===== src/rtl/serial_borrow_subtractor.sv =====
`default_nettype none
// ============================================================================
//  Module      : serial_borrow_subtractor
//  Description : Bit-serial ripple-borrow subtractor. Computes
//                {bout, diff} = a - b - bin one bit per clock, LSB first,
//                with one shared full-subtractor cell. Operands enter on a
//                valid/ready channel; the result leaves on a valid/ready
//                channel.
//  Revision    : 1.0 - initial release
// ============================================================================
module serial_borrow_subtractor #(
    parameter int WIDTH = 4
) (
    input  logic             clk,
    input  logic             rst_n,
    input  logic             in_valid,
    output logic             in_ready,
    input  logic [WIDTH-1:0] a,
    input  logic [WIDTH-1:0] b,
    input  logic             bin,
    output logic             out_valid,
    input  logic             out_ready,
    output logic [WIDTH-1:0] diff,
    output logic             bout,
    output logic [WIDTH:0]   final_diff,
    output logic             busy
);

    localparam logic [1:0] S_IDLE = 2'd0;
    localparam logic [1:0] S_RUN  = 2'd1;
    localparam logic [1:0] S_DONE = 2'd2;

    // Wide enough to count up to 31 for the largest legal WIDTH.
    localparam int              CNT_W  = 6;
    localparam logic [CNT_W-1:0] C_LAST = CNT_W'(WIDTH - 1);

    logic [1:0]       state_q, state_d;
    logic [WIDTH-1:0] sa_q;      // minuend shift register
    logic [WIDTH-1:0] sb_q;      // subtrahend shift register
    logic [WIDTH-1:0] sd_q;      // difference shift register, fills from MSB
    logic             br_q;      // running borrow
    logic [CNT_W-1:0] cnt_q;     // index of the bit being processed
    logic [WIDTH-1:0] diff_q;
    logic             bout_q;

    logic             w_accept;
    logic             w_release;
    logic             w_last;
    logic             w_x, w_y;
    logic             w_d_bit;
    logic             w_br_next;
    logic [WIDTH-1:0] w_sd_next;

    // Single full-subtractor cell working on the current LSBs.
    assign w_x       = sa_q[0];
    assign w_y       = sb_q[0];
    assign w_d_bit   = w_x ^ w_y ^ br_q;
    assign w_br_next = (~w_x & w_y) | (~(w_x ^ w_y) & br_q);
    // Shift right and drop the new bit into the MSB; written as shift/or so
    // the expression stays legal when WIDTH is 1.
    assign w_sd_next = (sd_q >> 1) | (WIDTH'(w_d_bit) << (WIDTH - 1));

    assign w_accept  = in_valid  & in_ready;
    assign w_release = out_valid & out_ready;
    assign w_last    = (state_q == S_RUN) && (cnt_q == C_LAST);

    // State register.
    always_ff @(posedge clk or negedge rst_n) begin
        if (!rst_n) begin
            state_q <= S_IDLE;
        end else begin
            state_q <= state_d;
        end
    end

    // Next-state logic: IDLE -> RUN on accept, RUN -> DONE after the last bit,
    // DONE -> IDLE on the output handshake.
    always_comb begin
        state_d = state_q;
        case (state_q)
            S_IDLE:  if (w_accept)  state_d = S_RUN;
            S_RUN:   if (w_last)    state_d = S_DONE;
            S_DONE:  if (w_release) state_d = S_IDLE;
            default:                state_d = S_IDLE;
        endcase
    end

    // Handshake and status outputs decoded straight from the state.
    always_comb begin
        in_ready  = (state_q == S_IDLE);
        out_valid = (state_q == S_DONE);
        busy      = (state_q != S_IDLE);
    end

    // Datapath: latch operands on accept, shift one bit per RUN cycle, and
    // publish the result only on the final RUN edge so no partial value leaks.
    always_ff @(posedge clk or negedge rst_n) begin
        if (!rst_n) begin
            sa_q   <= '0;
            sb_q   <= '0;
            sd_q   <= '0;
            br_q   <= 1'b0;
            cnt_q  <= '0;
            diff_q <= '0;
            bout_q <= 1'b0;
        end else if (w_accept) begin
            sa_q  <= a;
            sb_q  <= b;
            br_q  <= bin;
            sd_q  <= '0;
            cnt_q <= '0;
        end else if (state_q == S_RUN) begin
            sa_q  <= sa_q >> 1;
            sb_q  <= sb_q >> 1;
            br_q  <= w_br_next;
            sd_q  <= w_sd_next;
            cnt_q <= cnt_q + CNT_W'(1);
            if (w_last) begin
                diff_q <= w_sd_next;
                bout_q <= w_br_next;
            end
        end
    end

    assign diff       = diff_q;
    assign bout       = bout_q;
    assign final_diff = {bout_q, diff_q};

endmodule
`default_nettype wire


===== config.mk =====
export PLATFORM = sky130hd
export DESIGN_NAME = serial_borrow_subtractor
export DESIGN_NICKNAME = d
export VERILOG_FILES = /design/src/rtl/serial_borrow_subtractor.sv
export SDC_FILE = /design/constraint.sdc
export NUM_CORES = 1
export LEC_CHECK = 0
export ABC_AREA = 1
export CELL_PAD_IN_SITES_DETAIL_PLACEMENT = 1
export CELL_PAD_IN_SITES_GLOBAL_PLACEMENT = 1
export CORE_UTILIZATION = 36
export CTS_CLUSTER_DIAMETER = 100
export CTS_CLUSTER_SIZE = 16
export DETAILED_ROUTE_END_ITERATION = 12
export PLACE_DENSITY_LB_ADDON = 0.2
export SLEW_MARGIN = 10
export SYNTH_ARGS = -nofsm -noshare
export SYNTH_HDL_FRONTEND = slang
export SYNTH_SLANG_ARGS = --single-unit
export TNS_END_PERCENT = 10

===== constraint.sdc =====
create_clock -name clk -period 1.7 [get_ports clk]
set_clock_uncertainty 0.15 [all_clocks]
set_input_delay 0.34 -clock clk [delete_from_list [all_inputs] [get_ports clk]]
set_output_delay 0.34 -clock clk [all_outputs]
set_load 0.005 [all_outputs]

# After elaboration in Yosys (flattened, before gate mapping)
# Cells that the tools add are included.
# word_totals
reg_bits	26
input_bits	13
out_inout_bits	13
wordCells	46
# op_classes
n_bitwise	11
n_eq_ne	6
muxes	14
addsub	1
reduce_logical	6
# op_table
op	count
2-to-1 mux 4 bit	6
2-to-1 mux 6 bit	2
adder 6 x 1 -> 6 bit, second input constant	1
equality test 6 x 2 -> 1 bit, second input constant	1
2-to-1 mux 2 bit	3
one-hot mux 2 bit (3 select lines)	1
AND reduction 3 bit	2
bitwise AND 1 bit	4
!= test 2 x 1 -> 1 bit, second input constant	2
OR 3 x 4 -> 4 bit	1
nonzero test 2 bit	2
NOT 1 bit	3
equality test 2 x 1 -> 1 bit, second input constant	1
equality test 2 bit, second input constant	1
logical NOT 2 bit	1
2-to-1 mux 1 bit	2
!= test 2 bit, second input constant	1
XOR 1 bit	2
logical AND 1 bit	1
OR 1 bit	1

# Depth between registers and ports, before layout
# depth
word_depth	6
depth_mapped	7
depth_no_buf	7

# Worst setup path after synthesis
# No wires, ideal clock.
# synth_path
path_kind	flip-flop to flip-flop
from	reg sa_q[0]
to	reg diff_q[3] (netlist: diff[3])
setup_ns	0.066
n_path_buf	0
stages_incl_launch_ff	4
t_required_ns	1.484
synth_period_minus_slack_ns	1.286
slack_ns	0.414
t_arrival_ns	1.070
path_cell_list	dfrtp_1 -> fa_1 -> nand4_1 -> nand2_1
# synth_between
elab_chain_len	3
# synth_lines
element	line	source
start: declaration	38	logic [WIDTH-1:0] sa_q;
start signal: assignment	113	sa_q <= sa_q >> 1;
XOR 1 bit (2 in series)	57	assign w_d_bit = w_x ^ w_y ^ br_q;
net w_d_bit	50	logic w_d_bit;
OR 3 x 4 -> 4 bit	61	assign w_sd_next = (sd_q >> 1) | (WIDTH'(w_d_bit) << (WIDTH - 1));
end signal: assignment	119	diff_q <= w_sd_next;
end: declaration	43	logic [WIDTH-1:0] diff_q;
# The timed path passes the listed nets, and every way through them passes these cells.
# A chain may end at the register's enable or synchronous reset.

# Worst setup path in the final report
# layout_path
from	reg state_q[1]
to	out in_ready
# layout_between
elab_chain_len	1
# layout_lines
element	line	source
start: declaration	37	logic [1:0] state_q, state_d;
start signal: assignment	72	state_q <= state_d;
logical NOT 2 bit	90	in_ready = (state_q == S_IDLE);
end: declaration	17	output logic in_ready,
# Every way passes these cells.

==> results.py <==
metrics = {
    "status": {
        "status": "finished clean",
    },
    "pwr": {
        "static-leakage-power_nw": 0.7715,
        "power_frac_comb": 0.442,
        "irDropWorstVdd_uv": 557.7,
        "power_frac_seq": 0.438,
        "intPower_mw": 1.340,
        "switching_share": 0.4111,
        "clkPwrFrac": 0.120,
        "p_switching_mw": 0.9352,
        "p_per_area_nw_per_um2": 1513,
    },
    "worst_setup_path": {
        "worst_path_max_delay_cell": "dfrtp_1",
        "cp-start-kind": "flop",
        "cp_top_family": "flip-flops",
        "cp_max_fo": 3,
        "crit_type": "flop to primary output",
        "cp_data_arrival_time_ns": 1.15,
        "cp_cell_sequence": "nor2_2 > dlygate4sd2_1",
        "timing.rr.start": "state_q[1]",
        "slowest_delay_ns": 0.45,
        "crit_path_end_kind": "primary output",
        "crit_buf_inv": 1,
        "rr_endpoint": "br_q",
        "rrSetupSlack_ns": 0.24,
        "reg2reg_depth": 5,
        "cp.required_ns": 1.21,
    },
    "floorplanning": {
        "die_h_microns": 59.94,
        "initial_utilization": 0.3864,
        "boundaryPins": 26,
        "core_area_sq_um": 3128,
        "die_area_sq_um": 3593,
        "die_x_microns": 59.94,
        "rows": 20,
    },
    "layout": {
        "syn2layout_area_growth_pct": 24.43,
        "final_common_cell": "nand2_1",
        "fin_area_sq_um": 1504,
        "final_cell_mix": "nand2_1, dfrtp_1, inv_1, clkdlybuf4s50_1, dlygate4sd2_1",
        "nNetsFinal": 186,
        "instances_no_fill": 214,
        "fill_cells": 389,
        "antennaDiodeCount": 0,
        "drive_gt1_frac": 0.1235,
        "final_util": 0.4808,
    },
    "timing": {
        "finalHoldViolCount": 0,
        "slew_headroom": 0.7771,
        "hold_slack_ns": 0.2166,
        "max_freq_mhz": 609.7,
        "fin_ws_ns": 0.05972,
        "max_slew.worst_pin.slew_ns": 0.3344,
        "rsz0062_at_grt": "true",
        "drv_slew": 0,
        "fin_crit_sh": 0.9649,
        "period_minus_slack_ns": 1.640,
        "final-setup-viol-count": 0,
    },
    "job": {
        "cap_violations": 0,
    },
    "yosys": {
        "syn-instance-count": 144,
        "yosysUniqueCellTypes": 22,
        "ys_seq_area_frac": 0.5176,
        "netlist.top_cell.by_area": "dfrtp_1",
        "synth_nets": 159,
        "netlist_area_sq_um": 1209,
        "synth_top_cells_by_area": "dfrtp_1, nand2_1, inv_1",
        "synth.top_cell.area_share": 0.5176,
        "synth.avg_cell_area_sq_um": 8.393,
        "synth-seq-cells": 25,
        "ys_warn_count": 0,
    },
    "place": {
        "place_ws_ns": -0.0006531,
        "io_buffers": 25,
        "dp_hpwl_microns": 1908,
        "place_congestion": 0.7212,
        "place_inst": 208,
        "place_area_sq_um": 1475,
    },
    "grt": {
        "track_usage": 0.1730,
        "grt_max_degree": 26,
        "antenna_found_initial": 0,
        "grt_pass1_vias": 1020,
        "grt_pass1_wl_microns": 4533,
        "grt_overflow": 0,
    },
    "clock_tree": {
        "cts_made_buffers": 3,
        "cts.path.max_buffers": 2,
        "cts_root_buf": "clkbuf_4",
        "htreeDepth": 1,
        "cts.sinks": 25,
        "clk_latency_ns": 0.32,
        "clkTransAtPathRegs_ns": 0.14,
        "holdBufCountCts": 0,
        "cts_tree": "yes",
    },
    "detailed_routing": {
        "ant_nets": 0,
        "drtIter0Drc": 37,
        "drc": 0,
        "wl_per_cell_microns": 12.16,
        "first_pass_iters": 3,
        "routed-via-count": 992,
        "drt-total-wl_microns": 2602,
        "via_per_inst": 4.636,
    },
    "hold_path": {
        "hold_path.class": "primary input to async pin",
    },
}
-- metal layers --
layer,vias to the layer above,GRT usage,wire (microns)
met5,-,0,0
met4,0,0.07973,44
met3,5,0.02597,94
met2,24,0.3079,1342
met1,464,0.2030,1121
li1,499,-,-
-- repair_timing --
item | in CTS | in global routing
setup endpoints to repair | 13 | 3
setup buffers | 2 | 0
resized for setup | 16 | 3
cloned | 0 | 0
pin swaps | 1 | 0
-- worst max path at each step --
stage / from / to / slack (ns) / cells past startpoint
2_1_floorplan: sa_q[0] / diff[3] / 0.41 / 3
3_3_place_gp: in_valid / sa_q[2] / 0.08 / 5
3_5_place_dp: in_valid / sb_q[2] / -0.0007 / 5
4_1_cts: state_q[0] / busy / 0.02 / 3
5_1_grt: state_q[1] / in_ready / -0.01 / 2
6_report: state_q[1] / in_ready / 0.06 / 2
-- cell type report --
cell class	count	area, sq um	area share
Tap cell	44	55.05	0.03661
Sequential cell	25	625.6	0.4160
Multi-Input combinational cell	91	451.7	0.3003
Clock buffer	3	22.52	0.01498
Inverter	20	75.07	0.04992
Timing Repair Buffer	30	269.0	0.1789
Clock inverter	1	5.005	0.003328
-- sequential cells by signal, summed over array words and instances (netlist names) --
signal / cells
diff: 4
sb_q: 4
sa_q: 4
br_q: 1
bout: 1
state_q: 2
cnt_q: 6
sd_q: 3
-- cells in the mapped netlist --
cell	count
nand4_1	6
buf_2	1
dfrtp_1	25
nand3_4	1
nand2_1	52
buf_6	1
a31oi_1	1
nor2_1	5
ha_1	1
o211ai_1	3
nand3_1	7
o22ai_1	1
o21ai_0	6
inv_1	17
nor2_4	1
buf_4	6
nand2_2	1
nor2_2	2
inv_2	3
a21oi_1	1
fa_1	1
o21ai_1	2
-- power by group through the flow --
stage          clock, mW  sequential, mW  combinational (mW)
4_1_cts            0.291            1.00                1.03
3_3_place_gp           0           0.994                1.04
3_5_place_dp           0            1.01                1.08
2_1_floorplan          0           0.976               0.730
5_1_grt            0.302            1.03                1.16
6_report           0.272           0.997                1.01
-- kinds of logic (layout without fill, tap and decap cells) --
kind of cell | after synthesis | count (layout) | synth area share
compound gates | 14 | 14 | 0.06626
fa+ha+maj | 2 | 2 | 0.02691
buf+inv | 28 | 54 | 0.1128
flops | 25 | 25 | 0.5176
simple gates | 75 | 75 | 0.2764
-- through the flow --
| step | total power, mW | TNS [ns] |
|---|---|---|
| after detailed placement | 2.094 | -0.0006531 |
| after floorplan | 1.706 | 0 |
| after CTS | 2.321 | 0 |
| after global placement | 2.039 | 0 |
| after global routing | 2.499 | -0.01340 |
| final | 2.275 | 0 |
-- worst reg2reg max path, delay by kind of cell, from the launching register on --
kind	cells	cell delay (ns)
compound gates	1	0.19
buf+inv	3	0.50
flops	1	0.45
simple gates	1	0.09
Power figures use the tool's default switching activity.
